$ cat src/rtl/cell_draw_fsm.sv
// Purpose: rasterises one CELL_W x CELL_H filled block per accepted start into a stream of pixel plot beats.
// Latency: first beat valid the cycle after start is sampled; done pulses one cycle after the last beat is accepted.
// Backpressure: plot_ready=0 holds the current beat (plot, x_out, y_out, colour_out) stable until accepted.
//
// Ports:
//   CLK, CLR          clock and synchronous active-high reset
//   start             draw request, honoured only while busy=0
//   col, row          cell position, sampled with start
//   colour, erase     fill colour, sampled with start (erase forces colour 0)
//   plot_ready        downstream accepts the current beat
//   plot              beat valid
//   x_out, y_out      beat pixel coordinate
//   colour_out        beat colour
//   busy              high while drawing or signalling done
//   done              one-cycle completion pulse
module cell_draw_fsm #(
   parameter int CELL_W  = 4,
   parameter int CELL_H  = 4,
   parameter int X_W     = 8,
   parameter int Y_W     = 7,
   parameter int COLOR_W = 3
) (
   input  logic               CLK,
   input  logic               CLR,
   input  logic               start,
   input  logic [5:0]         col,
   input  logic [3:0]         row,
   input  logic [COLOR_W-1:0] colour,
   input  logic               erase,
   input  logic               plot_ready,
   output logic               plot,
   output logic [X_W-1:0]     x_out,
   output logic [Y_W-1:0]     y_out,
   output logic [COLOR_W-1:0] colour_out,
   output logic               busy,
   output logic               done
);

   typedef enum logic [1:0] {
      S_IDLE = 2'd0,
      S_DRAW = 2'd1,
      S_DONE = 2'd2
   } state_t;

   localparam logic [X_W-1:0] CW      = X_W'(CELL_W);
   localparam logic [Y_W-1:0] CH      = Y_W'(CELL_H);
   localparam logic [3:0]     DX_LAST = 4'(CELL_W - 1);
   localparam logic [3:0]     DY_LAST = 4'(CELL_H - 1);

   state_t             state_q, state_d;
   logic [X_W-1:0]     ox_q, ox_d;
   logic [Y_W-1:0]     oy_q, oy_d;
   logic [3:0]         dx_q, dx_d;
   logic [3:0]         dy_q, dy_d;
   logic               plot_q, plot_d;
   logic [X_W-1:0]     x_q, x_d;
   logic [Y_W-1:0]     y_q, y_d;
   logic [COLOR_W-1:0] colour_out_q, colour_out_d;
   logic               busy_q, busy_d;
   logic               done_q, done_d;

   // All outputs are computed one cycle ahead and registered, so plot_ready
   // only ever reaches the outputs through a flop.
   always_comb begin
      state_d      = state_q;
      ox_d         = ox_q;
      oy_d         = oy_q;
      dx_d         = dx_q;
      dy_d         = dy_q;
      plot_d       = plot_q;
      x_d          = x_q;
      y_d          = y_q;
      colour_out_d = colour_out_q;
      busy_d       = busy_q;
      done_d       = 1'b0;

      case (state_q)
         S_IDLE: begin
            plot_d = 1'b0;
            busy_d = 1'b0;
            if (start) begin
               state_d      = S_DRAW;
               // Products are truncated to the coordinate width: wrap, never saturate.
               ox_d         = X_W'(col) * CW;
               oy_d         = Y_W'(row) * CH;
               dx_d         = '0;
               dy_d         = '0;
               x_d          = ox_d;
               y_d          = oy_d;
               colour_out_d = erase ? '0 : colour;
               plot_d       = 1'b1;
               busy_d       = 1'b1;
            end
         end

         S_DRAW: begin
            if (plot_ready) begin
               if (dx_q != DX_LAST) begin
                  dx_d = dx_q + 4'd1;
               end else begin
                  dx_d = '0;
                  dy_d = dy_q + 4'd1;
               end
               if (dx_q == DX_LAST && dy_q == DY_LAST) begin
                  // Last beat accepted: coordinates keep their final value.
                  state_d = S_DONE;
                  dy_d    = '0;
                  plot_d  = 1'b0;
                  done_d  = 1'b1;
               end else begin
                  x_d = ox_q + X_W'(dx_d);
                  y_d = oy_q + Y_W'(dy_d);
               end
            end
         end

         S_DONE: begin
            state_d = S_IDLE;
            plot_d  = 1'b0;
            busy_d  = 1'b0;
         end

         default: begin
            state_d = S_IDLE;
            plot_d  = 1'b0;
            busy_d  = 1'b0;
         end
      endcase
   end

   always_ff @(posedge CLK) begin
      if (CLR) begin
         state_q      <= S_IDLE;
         ox_q         <= '0;
         oy_q         <= '0;
         dx_q         <= '0;
         dy_q         <= '0;
         plot_q       <= 1'b0;
         x_q          <= '0;
         y_q          <= '0;
         colour_out_q <= '0;
         busy_q       <= 1'b0;
         done_q       <= 1'b0;
      end else begin
         state_q      <= state_d;
         ox_q         <= ox_d;
         oy_q         <= oy_d;
         dx_q         <= dx_d;
         dy_q         <= dy_d;
         plot_q       <= plot_d;
         x_q          <= x_d;
         y_q          <= y_d;
         colour_out_q <= colour_out_d;
         busy_q       <= busy_d;
         done_q       <= done_d;
      end
   end

   assign plot       = plot_q;
   assign x_out      = x_q;
   assign y_out      = y_q;
   assign colour_out = colour_out_q;
   assign busy       = busy_q;
   assign done       = done_q;

endmodule
$ cat config.mk
export PLATFORM = sky130hd
export DESIGN_NAME = cell_draw_fsm
export DESIGN_NICKNAME = d
export VERILOG_FILES = /design/src/rtl/cell_draw_fsm.sv
export SDC_FILE = /design/constraint.sdc
export NUM_CORES = 1
export LEC_CHECK = 0
export CORE_MARGIN = 2
export CORE_UTILIZATION = 38
export DETAILED_ROUTE_END_ITERATION = 6
export MAX_ROUTING_LAYER = met4
export PLACE_DENSITY_LB_ADDON = 0.15
export RECOVER_POWER = 25
export SLEW_MARGIN = 20
export SYNTH_ARGS = -nofsm -noshare
export SYNTH_HDL_FRONTEND = slang
export SYNTH_SLANG_ARGS = --single-unit
$ cat constraint.sdc
create_clock -name CLK -period 4.1 [get_ports CLK]
set_input_delay 0.615 -clock CLK [delete_from_list [all_inputs] [get_ports CLK]]
set_output_delay 0.615 -clock CLK [all_outputs]
set_load 0.01 [all_outputs]
-- Yosys cells after proc, flatten, opt, wreduce, memory -nomap -nowiden
Index checks and enable logic that the tools add are counted.
W data, S select, Z words.
- input port bits: 18
- flip-flop bits (word level): 41
- eq/ne operators: 8
- bitwise gates (word level): 2
- reductions and logical operators: 9
- mux-type cells: 31
- $add $sub $neg: 4
- operators with widths (kind ; number):
    $mux W4 ; 10
    $mux W8 ; 3
    $mux W7 ; 3
    $pmux W4 S2 ; 2
    $pmux W8 S2 ; 1
    $pmux W7 S2 ; 1
    $add A4 B1 Y4 const B ; 2
    $add A8 B4 Y8 ; 1
    $eq A4 B2 Y1 const B ; 2
    $ne A2 B2 Y1 const B ; 4
    $add A6 B4 Y7 ; 1
    $mux W2 ; 3
    $reduce_and A3 Y1 ; 2
    $mux W1 ; 4
    $ne A4 B2 Y1 const B ; 1
    $pmux W1 S2 ; 2
    $pmux W2 S2 ; 1
    $reduce_and A2 Y1 ; 2
    $reduce_and A4 Y1 ; 1
    $mux W3 ; 1
    $reduce_or A3 Y1 ; 1
    $eq A2 B1 Y1 const B ; 1
    $logic_not A2 Y1 ; 1
    $not A1 Y1 ; 2
    other kinds (2) ; 2

-- Depth between registers and ports, before layout
Gate-level depths: netlist of run 1.
- depth after elaboration: 8
- gate-level depth with buffers: 11
- gate-level depth less buffers: 11

-- Least setup slack after synthesis of run 1
Ideal clock, no wire load.
- path kind: register to register
- start point: register dx_q[0]
- end point: register y_q[4], in the netlist y_out[4]
- data required time: 3968 ps
- path slack: 1870 ps
- buffers on the path: 0
- library setup time: 132 ps
- cell stages (with the launch flop): 11
- arrival time: 2098 ps
- clock period less this slack: 2230 ps
- path through: dfxtp_1 > ha_1 > nor3b_4 > nand4_1 > xnor2_1 > inv_1 > fa_1 > nor2b_1 > nor3_1 > a211oi_1 > nor3_1
- word-level cells in the longest chain between the ends: 8
- elaborated cells on any way between the ends: 12
- those cells by class: add/sub: 1; eq/ne: 3; mux: 6; reduce/logical: 2
- RTL lines (what ; RTL line ; source):
    start: declaration ; 53 ; logic [3:0] dx_q, dx_d;
    start signal: assignment ; 136 ; dx_q <= '0;
    start signal: assignment ; 148 ; dx_q <= dx_d;
    $ne A4 B2 Y1 ; 98 ; if (dx_q != DX_LAST) begin
    $mux W4 ; 98 ;
    $mux W4 ; 97 ; if (plot_ready) begin
    $mux W4 ; 77 ; case (state_q)
    $add A6 B4 Y7 ; 112 ; y_d = oy_q + Y_W'(dy_d);
    $mux W7 ; 104 ; if (dx_q == DX_LAST && dy_q == DY_LAST) begin
    $mux W7 ; 97 ;
    $pmux W7 S2 ; 77 ;
    end signal: assignment ; 152 ; y_q <= y_d;
    end: declaration ; 57 ; logic [Y_W-1:0] y_q, y_d;
Parallel ways exist; a longest one is shown, timed or not. The select of a mux whose other input is x is not followed.
A chain may end at the register's enable or synchronous reset.

-- Worst setup path after layout of run 1
- start point: input start
- end point: register x_q[4], in the netlist x_out[4]
- word-level cells in the longest chain between the ends: 2
- RTL lines (what ; RTL line ; source):
    start: declaration ; 25 ; input logic start,
    $ne A2 B2 Y1 (no line) ; - ;
    $reduce_and A4 Y1 (no line) ; - ;
    end signal: assignment ; 139 ; x_q <= '0;
    end signal: assignment ; 151 ; x_q <= x_d;
    end: declaration ; 56 ; logic [X_W-1:0] x_q, x_d;
No other way between the ends.

==> flow_summary_export.csv, run 1 <==
group,metric,value,unit
global_routing,grt_max_degree,42,
timing,rsz0062_at_grt,"no",
timing,hold_ws,453,ps
detailed_routing,dr.pass1.iters,4,
critical_path,timing.critical_path.required,4270,ps
logic_synthesis,syn_area,1930,µm²
global_routing,antenna_found_initial,0,
timing,fin_setup_tns,0,ps
global_routing,grt.total_usage,17.2,%
clocking,cts-root-buf,"clkbuf_8",
timing,setup_violations,0,
critical_path,slowest_stage,"or2_0",
detailed_routing,ant_nets,0,
critical_path,critPathTopFamily,"simple AND/OR/NAND/NOR gates",
critical_path,crit_path_cell_trace,"dlygate4sd3_1, nand2b_1, or2_0, o21ai_4, o211ai_1, a21oi_1",
die,initial_core_util,40.0,%
power_and_ir_drop,p_clk_share,40.7,%
logic_synthesis,synth_top_area_share,42.6,%
layout,diodes,0,
detailed_routing,drcViolationCount,0,
logic_synthesis,ys_types,40,
layout,drive_gt1_share,6.37,%
logic_synthesis,yosysWarnings,0,
logic_synthesis,avgSynthCellArea,8.27,µm²
clocking,clock_sinks,41,
timing,timing.final.crit_share,63.6,%
critical_path,max_stage_delay,910,ps
clocking,ctsLongestPathBuffers,2,
logic_synthesis,syn_inst,233,
critical_path,endpoint_kind,"register",
placement,gp_congestion,0.828,
layout,layout_commonest_cell,"nand2_1",
die,core.rowCount,25,
clocking,h-tree-depth,2,
logic_synthesis,synth_edf_count,0,
power_and_ir_drop,swShare,24.0,%
layout,final_cell_mix,"51 x nand2_1, 41 x dfxtp_1, 37 x clkdlybuf4s50_1, 35 x a21oi_1, 19 x nor2_1",
critical_path,worstPathArrival,2780,ps
die,fp.coreArea,4820,µm²
layout,area_growth,28.0,%
timing,skew,4.35,ps
critical_path,worstSetupPathType,"in -> reg",
run_status,status,"finished, final reports clean",
critical_path,r2r_slack,1560,ps
critical_path,crit-reg2reg-launch,"dx_q[0]$_SDFFE_PP0P_",
power_and_ir_drop,ir_drop,0.000188,V
logic_synthesis,seq_area_frac_synth,42.6,%
layout,num-nets-final,292,
die,pin_count,39,
logic_synthesis,syn-num-nets,259,
hold_path,hp-start,"x_out[6]$_SDFFE_PP0P_",
power_and_ir_drop,power.density,387,nW/µm²
timing,slew-limit-headroom,19.8,%
detailed_routing,routed_wl,4.23,mm
die,fp.dieArea,5660,µm²
power_and_ir_drop,p_comb_share,14.0,%
critical_path,path_buf_inv,1,
critical_path,setup.worst_path.start_class,"input port",
placement,portBuffers,38,
clocking,cts_resized,0,
clocking,tritoncts,"yes",
timing,min_period,2610,ps
detailed_routing,vias,1641,
critical_path,r2r-end,"y_out[4]$_SDFFE_PP0P_",
clocking,cts_hold_buf,0,
logic_synthesis,synth-seq-cells,41,
placement,hpwl,2.98,mm
power_and_ir_drop,seqPwrFrac,45.3,%
timing,worst_pin_slew,1200,ps
power_and_ir_drop,p_sw,229,µW
die,die_w,75.2,µm
detailed_routing,viasPerCell,4.91,
hold_path,hold_depth,2,
logic_synthesis,ys.flop_type,"dfxtp_1",
global_routing,grt_pass1_vias,1565,
power_and_ir_drop,power,953,µW
power_and_ir_drop,internal-power,725,µW
layout,ff_latch_area,821,µm²
layout,stdcell_count,334,
die,die_h,75.2,µm
timing,fmax,0.384,GHz
detailed_routing,drtIter0Drc,80,
global_routing,grt_pass1_wl,7.11,mm
flow_run,drv_cap,0,
clocking,cts.clk_slew.worst_paths,80,ps
logic_synthesis,netlist_top_cells_area,"dfxtp_1 43%, nand2_1 9.9%, a21oi_1 9.1%, ha_1 3.9%, nor2_1 3.7%",
critical_path,critPathMaxFanout,17,
power_and_ir_drop,power.leakage,0.893,nW
clocking,clk_latency,290,ps
clocking,postCtsSetupBuffers,0,
timing,finalHoldViolCount,0,
global_routing,grt_overflow,0,
logic_synthesis,synth_top_cell_by_area,"dfxtp_1",
timing,drv_slew,0,
critical_path,reg2regPathDepth,10,
logic_synthesis,async_reset_ff_share,0,%
placement,dp.cells,326,
hold_path,hold_end,"x_out[6]$_SDFFE_PP0P_",
layout,n_fill_cell,505,
layout,final_core_util,51.2,%
layout,multiInputGateArea,1010,µm²
detailed_routing,wl_per_cell,12.7,µm
clocking,cts_buffers,5,
hold_path,hp-class,"reg -> reg",
[routing by layer]
layer	wire length (µm)	vias to the layer above	track usage (%)	part of all wire [%]
li1	-	857	-	-
met1	2050	751	21.2	49
met2	1980	27	27.8	47
met3	140	6	4.42	3.3
met4	56	0	5.26	1.3
met5	0	-	-	0
[power by group through the flow]
stage	clock, mW	sequential (mW)	combinational, mW
5_1_grt	0.411	0.435	0.150
3_3_place_gp	0	0.441	0.135
3_5_place_dp	0	0.442	0.135
4_1_cts	0.396	0.433	0.136
2_1_floorplan	0	0.445	0.0733
6_report	0.388	0.432	0.133
[worst max-delay path by stage]
stage                                     from               endpoint  slack (ps)  cells after the start
after floorplan           dx_q[0]$_SDFFE_PP0P_  y_out[4]$_SDFFE_PP0P_        1870                     10
after global placement    dx_q[0]$_SDFFE_PP0P_  y_out[5]$_SDFFE_PP0P_        1630                     10
after detailed placement  dx_q[0]$_SDFFE_PP0P_  y_out[4]$_SDFFE_PP0P_        1570                     10
after CTS                 dx_q[0]$_SDFFE_PP0P_  y_out[4]$_SDFFE_PP0P_        1550                     10
after global routing      dx_q[0]$_SDFFE_PP0P_  y_out[4]$_SDFFE_PP0P_        1260                     10
final                                    start  x_out[4]$_SDFFE_PP0P_        1490                      6
[flip-flops by register name, indices dropped and copies added (netlist names)]
name / cells
busy: 1
colour_out: 3
dx_q: 4
done: 1
x_out: 8
ox_q: 6
y_out: 7
plot: 1
dy_q: 4
state_q: 2
oy_q: 4
[worst register-to-register path, cell delays in order (launching register included)]
cell,delay [ps]
dfxtp_1,380
ha_1,200
nor3b_4,370
nand4_1,160
xnor2_1,280
inv_1,100
fa_1,410
nor2b_1,180
nor3_1,70
a211oi_1,190
nor3_1,70
[cell families (layout without fill, tap and decap cells)]
kind of cell,Yosys count,count (layout),share of synthesized area [%]
mux,1,1,0.584
xor+xnor,8,8,3.64
fa+ha+maj,8,8,5.97
simple gates,99,99,24.3
compound gates,56,56,17.7
flops,41,41,42.6
buf+inv,20,54,5.20
[area by class of cell]
cell class                      count  area share, %
Multi-Input combinational cell    172           40.8
Sequential cell                    41           33.3
Timing Repair Buffer               41           16.3
Tap cell                           67           3.40
Clock buffer                        5           2.79
Clock inverter                      3           2.64
Inverter                            5          0.761
[cells in the mapped netlist, types with 2 or more instances]
cell type,n
a22oi_1,3
o21ai_0,4
a21oi_1,35
nand2b_1,2
or3_2,2
o211ai_1,4
xnor2_1,6
xor2_1,2
nor3b_1,2
fa_1,2
inv_1,5
nand4_1,2
nand2_1,51
buf_1,3
nand3b_1,3
ha_1,6
dfxtp_1,41
nor2_1,19
buf_2,2
nor2b_1,4
a311oi_1,3
nor3_1,2
buf_6,3
or4b_1,2
clkbuf_1,7
nand3_1,4
[metrics by stage]
step	setup slack [ps]	instance area, µm²
after floorplan	1870	1930
after global placement	1630	2330
after detailed placement	1570	2330
after CTS	1550	2470
after global routing	1260	2470
final	1490	2470
No activity file was read; power rests on OpenSTA's default activity.
==> run 2, diff against run 1 <==
clock period = 2.25 ns   (was 4.1 ns; I/O delays follow)
==> run 2 against run 1 <==
Effect of this change:
- the run now ends with setup timing left
- via count up 3.0%
- sequential power up 82%
- non-clock buffer count up 13
- flip-flop and latch count unchanged
- global-route usage up 0.72 points
- critical endpoint is now y_out[4]$_SDFFE_PP0P_
- largest power group unchanged
==> flow_summary_export.csv, run 2 (synthesized netlist as in run 1, its figures left out) <==
group,metric,value,unit
run_status,status,"finished with violations",
run_status,violations,"setup timing",
placement,dp_slack,-35.5,ps
layout,final_cell_mix,"50 x nand2_1, 39 x dfxtp_1, 35 x a21oi_1, 34 x clkdlybuf4s50_1, 19 x nor2_1",
critical_path,r2r_slack,-4,ps
die,fp.dieArea,5660,µm²
layout,final_area,2560,µm²
critical_path,endpoint_kind,"register",
critical_path,crit_path_cell_trace,"ha_4, nor3b_4, nand2_2, xnor2_2, ha_2, inv_2, fa_2, nor2b_2, nor3_2, a211oi_2, nor3_1",
timing,fmax,0.444,GHz
hold_path,hp-class,"reg -> reg",
placement,dp.cells,335,
detailed_routing,viasPerCell,4.88,
placement,placed_area,2400,µm²
layout,layout_commonest_cell,"nand2_1",
critical_path,reg2regPathDepth,11,
placement,gp_congestion,0.776,
timing,rsz0062_at_grt,"yes",
clocking,ctsLongestPathBuffers,2,
layout,final_core_util,53.2,%
clocking,cts.clk_slew.worst_paths,80,ps
critical_path,r2r-end,"y_out[4]$_SDFFE_PP0P_",
timing,min_period,2250,ps
clocking,clock_sinks,41,
timing,hold_ws,446,ps
critical_path,max_stage_delay,370,ps
die,pin_count,39,
global_routing,grt.total_usage,17.9,%
detailed_routing,routed_wl,4.48,mm
detailed_routing,drcViolationCount,0,
placement,portBuffers,38,
critical_path,slowest_stage,"dfxtp_4",
placement,hpwl,3.09,mm
timing,skew,4.70,ps
power_and_ir_drop,ir_drop,0.000348,V
detailed_routing,dr.pass1.iters,4,
clocking,h-tree-depth,2,
detailed_routing,wl_per_cell,13.0,µm
timing,finalHoldViolCount,0,
critical_path,startpoint,"dx_q[1]$_SDFFE_PP0P_",
timing,worst_pin_slew,532,ps
clocking,cts_hold_buf,0,
critical_path,worstSetupPathType,"reg -> reg",
layout,n_fill_cell,518,
layout,ff_latch_area,826,µm²
global_routing,grt_pass1_wl,7.40,mm
layout,diodes,0,
die,core.rowCount,25,
clocking,cts-root-buf,"clkbuf_8",
critical_path,critPathMaxFanout,3,
critical_path,timing.critical_path.required,2410,ps
timing,fin_ws,-3.69,ps
timing,setup_violations,1,
power_and_ir_drop,power.leakage,0.962,nW
detailed_routing,vias,1690,
clocking,clk_latency,290,ps
clocking,tritoncts,"yes",
critical_path,crit-reg2reg-launch,"dx_q[1]$_SDFFE_PP0P_",
power_and_ir_drop,power.density,598,nW/µm²
critical_path,worstPathArrival,2420,ps
global_routing,grt_overflow,0,
global_routing,grt_max_degree,42,
timing,fin_setup_tns,-3.69,ps
timing,drv_slew,0,
die,initial_core_util,40.0,%
timing,timing.final.crit_share,100,%
timing,slew-limit-headroom,64.5,%
power_and_ir_drop,power,1.53,mW
die,die_w,75.2,µm
layout,area_growth,33.1,%
die,fp.coreArea,4820,µm²
critical_path,setup.worst_path.start_class,"register",
critical_path,cp-endpoint,"y_out[4]$_SDFFE_PP0P_",
layout,multiInputGateArea,1050,µm²
detailed_routing,ant_nets,0,
layout,drive_gt1_share,14.3,%
layout,stdcell_count,346,
global_routing,antenna_found_initial,0,
global_routing,grt_pass1_vias,1575,
clocking,cts_buffers,5,
layout,num-nets-final,305,
layout,largest_reg_flops,8,
flow_run,drv_cap,0,
detailed_routing,drtIter0Drc,102,
die,die_h,75.2,µm
## run 2: cell types whose count changed in the layout (fill, tap and decap cells not counted), sizes merged
cell,before,now
clkbuf,5,8
clkdlybuf4s50,37,34
dlygate4sd3,1,4
bufinv,2,0
buf,3,15
clkinv,1,0
## run 2: what timing repair did
item | in CTS | in global routing
setup endpoints to repair | 2 | 4
setup buffers | 3 | 1
gates resized for setup | 1 | 13
pin swaps | 2 | 9
## run 2: metal layers
layer / global-route usage, % / routed length (µm) / vias to the layer above
met3: 3.61 / 132 / 5
met1: 23.2 / 2140 / 771
met4: 5.85 / 40 / 0
met2: 28.2 / 2160 / 30
met5: - / 0 / -
li1: - / - / 884
## run 2: final cells by class
type,count,share of cell area (%)
well taps,67,3.27
inverters,5,0.732
flip-flops and latches,41,32.2
repair buffers,54,19.4
multi-input cells,172,41.1
clock buffers,7,3.37
## run 2: worst min path at each step
stage                               startpoint                          to  depth (start not counted)
floorplan                 ox_q[2]$_SDFFE_PP0P_        ox_q[2]$_SDFFE_PP0P_                          2
global placement    colour_out[2]$_SDFFE_PP0P_  colour_out[2]$_SDFFE_PP0P_                          2
detailed placement  colour_out[2]$_SDFFE_PP0P_  colour_out[2]$_SDFFE_PP0P_                          2
CTS                 colour_out[2]$_SDFFE_PP0P_  colour_out[2]$_SDFFE_PP0P_                          2
global route             y_out[0]$_SDFFE_PP0P_       y_out[0]$_SDFFE_PP0P_                          2
finish                   y_out[0]$_SDFFE_PP0P_       y_out[0]$_SDFFE_PP0P_                          2
## run 2: worst max-delay path, delay by kind of cell, from the launching register on
family	cells	cell delay, ps
and+or+nand+nor	5	630
xor gates and xnor gates	1	180
buffers and inverters	1	40
AOI/OAI and AO/OA	1	210
DFF	1	370
adders and majority gates	3	700
## run 2: report_power, final
group | leakage, nW | internal, mW | switching, mW
logic | 0.581 | 0.128 | 0.132
registers | 0.337 | 0.762 | 0.0239
clock network | 0.0443 | 0.244 | 0.244
==> run 3, diff against run 2 <==
clock period = 2.6 ns   (was 2.25 ns; I/O delays follow)
==> run 3 against run 2 <==
Effect of this change:
- the run now ends clean
- count of clock-buffer cells in the layout did not move
- clock power fell by 5.1%
- die area did not move
- first-iteration DRC count fell by 0.98%
- utilization fell by 2.4 points
- worst setup slack improved by 240 ps
- via count fell by 2.7%
- non-clock buffer count fell by 11
- sequential share of layout area rose by 1.3 points
- clock skew fell by 1.3 ps
- cell count fell by 2.9%
- register-to-register slack improved by 240 ps
- largest power group unchanged
==> flow_summary_export.csv, run 3 (synthesized netlist as in run 1, its figures left out) <==
group,metric,value,unit
run_status,status,"finished, final reports clean",
die,fp.dieArea,5660,µm²
critical_path,worstSetupPathType,"reg -> reg",
die,die_h,75.2,µm
timing,fmax,0.424,GHz
die,pin_count,39,
clocking,cts_resized,0,
detailed_routing,viasPerCell,4.90,
clocking,cts_buffers,5,
power_and_ir_drop,power,1.36,mW
clocking,cts.clk_slew.worst_paths,80,ps
power_and_ir_drop,power.leakage,0.889,nW
die,core.rowCount,25,
clocking,clock_sinks,41,
clocking,clk_latency,290,ps
placement,hpwl,2.93,mm
timing,slew-limit-headroom,15.0,%
layout,n_fill_cell,484,
clocking,h-tree-depth,2,
detailed_routing,routed_wl,4.31,mm
die,initial_core_util,40.0,%
critical_path,endpoint_kind,"register",
critical_path,timing.critical_path.required,2770,ps
critical_path,reg2regPathDepth,10,
power_and_ir_drop,power.density,555,nW/µm²
timing,fin_setup_tns,0,ps
clocking,postCtsSetupBuffers,0,
timing,drv_slew,0,
die,die_w,75.2,µm
global_routing,grt_max_degree,42,
timing,rsz0062_at_grt,"no",
hold_path,hp-class,"reg -> reg",
timing,worst_pin_slew,1270,ps
critical_path,setup.worst_path.start_class,"register",
global_routing,grt_pass1_wl,7.37,mm
critical_path,worstPathArrival,2530,ps
timing,skew,3.42,ps
timing,setup_violations,0,
timing,finalHoldViolCount,0,
die,fp.coreArea,4820,µm²
flow_run,drv_cap,0,
clocking,cts_hold_buf,0,
hold_path,hold_depth,2,
timing,timing.final.crit_share,90.8,%
clocking,tritoncts,"yes",
placement,gp_congestion,0.836,
layout,largest_reg_flops,8,
timing,min_period,2360,ps
detailed_routing,wl_per_cell,12.8,µm
detailed_routing,ant_nets,0,
global_routing,grt_overflow,0,
layout,ff_latch_area,821,µm²
global_routing,grt_pass1_vias,1559,
layout,stdcell_count,336,
global_routing,antenna_found_initial,0,
detailed_routing,dr.pass1.iters,4,
layout,drive_gt1_share,7.06,%
placement,portBuffers,38,
critical_path,critPathMaxFanout,4,
global_routing,grt.total_usage,17.8,%
placement,dp_slack,269,ps
layout,final_cell_mix,"51 x nand2_1, 41 x dfxtp_1, 38 x clkdlybuf4s50_1, 35 x a21oi_1, 19 x nor2_1",
layout,multiInputGateArea,1010,µm²
layout,num-nets-final,294,
detailed_routing,drtIter0Drc,101,
power_and_ir_drop,ir_drop,0.000381,V
layout,area_growth,27.1,%
timing,fin_ws,240,ps
placement,dp.cells,328,
detailed_routing,vias,1645,
detailed_routing,drcViolationCount,0,
layout,layout_commonest_cell,"nand2_1",
clocking,ctsLongestPathBuffers,2,
clocking,cts-root-buf,"clkbuf_8",
layout,diodes,0,
run 3: cell types whose count changed in the layout (fill, tap and decap cells not counted), sizes merged:
cell           delta
buf              -10
clkdlybuf4s50     +4
dlygate4sd3       -4
clkbuf            -1
clkinv            +1
run 3: final timing paths:
| check | slack [ps] | from | endpoint |
|---|---|---|---|
| max reg2reg | 240 | dx_q[0]$_SDFFE_PP0P_ | y_out[4]$_SDFFE_PP0P_ |
| min reg2reg | 450 | y_out[3]$_SDFFE_PP0P_ | y_out[3]$_SDFFE_PP0P_ |
| min | 450 | y_out[3]$_SDFFE_PP0P_ | y_out[3]$_SDFFE_PP0P_ |
| max | 240 | dx_q[0]$_SDFFE_PP0P_ | y_out[4]$_SDFFE_PP0P_ |
run 3: worst max-delay path, cell delays in order, from the launching register on:
cell,delay [ps]
dfxtp_1,370
ha_1,200
nor3b_4,220
nand4_1,130
xnor2_1,280
inv_1,100
fa_1,420
nor2b_1,180
nor3_1,70
a211oi_1,190
nor3_1,70
run 3: metal layers:
| metal | global-route usage, % | vias to the layer above | part of all wire (%) |
|---|---|---|---|
| met2 | 26.4 | 32 | 45 |
| met3 | 3.61 | 5 | 3.1 |
| met5 | - | - | 0 |
| li1 | - | 861 | - |
| met1 | 24.5 | 747 | 51 |
| met4 | 5.26 | 0 | 1.2 |
run 3: area by class of cell:
type	count	share of cell area, %
clock buffers	7	3.93
clock inverters	1	0.204
inverters	5	0.766
multi-input cells	172	41.1
flip-flops and latches	41	33.5
well taps	67	3.42
repair buffers	43	17.1
run 3: through the flow:
step           instance area [µm²]  util (%)  hold slack (ps)
2_1_floorplan                 1930         -              441
3_3_place_gp                  2350      48.7              440
3_5_place_dp                  2350      48.7              445
4_1_cts                       2450      50.8              457
5_1_grt                       2450      50.8              472
6_report                      2450      50.8              453
run 3: power breakdown:
| group | switching [mW] | internal, mW | total, mW |
|---|---|---|---|
| logic | 0.112 | 0.104 | 0.216 |
| clock network | 0.223 | 0.240 | 0.463 |
| registers | 0.0197 | 0.660 | 0.680 |
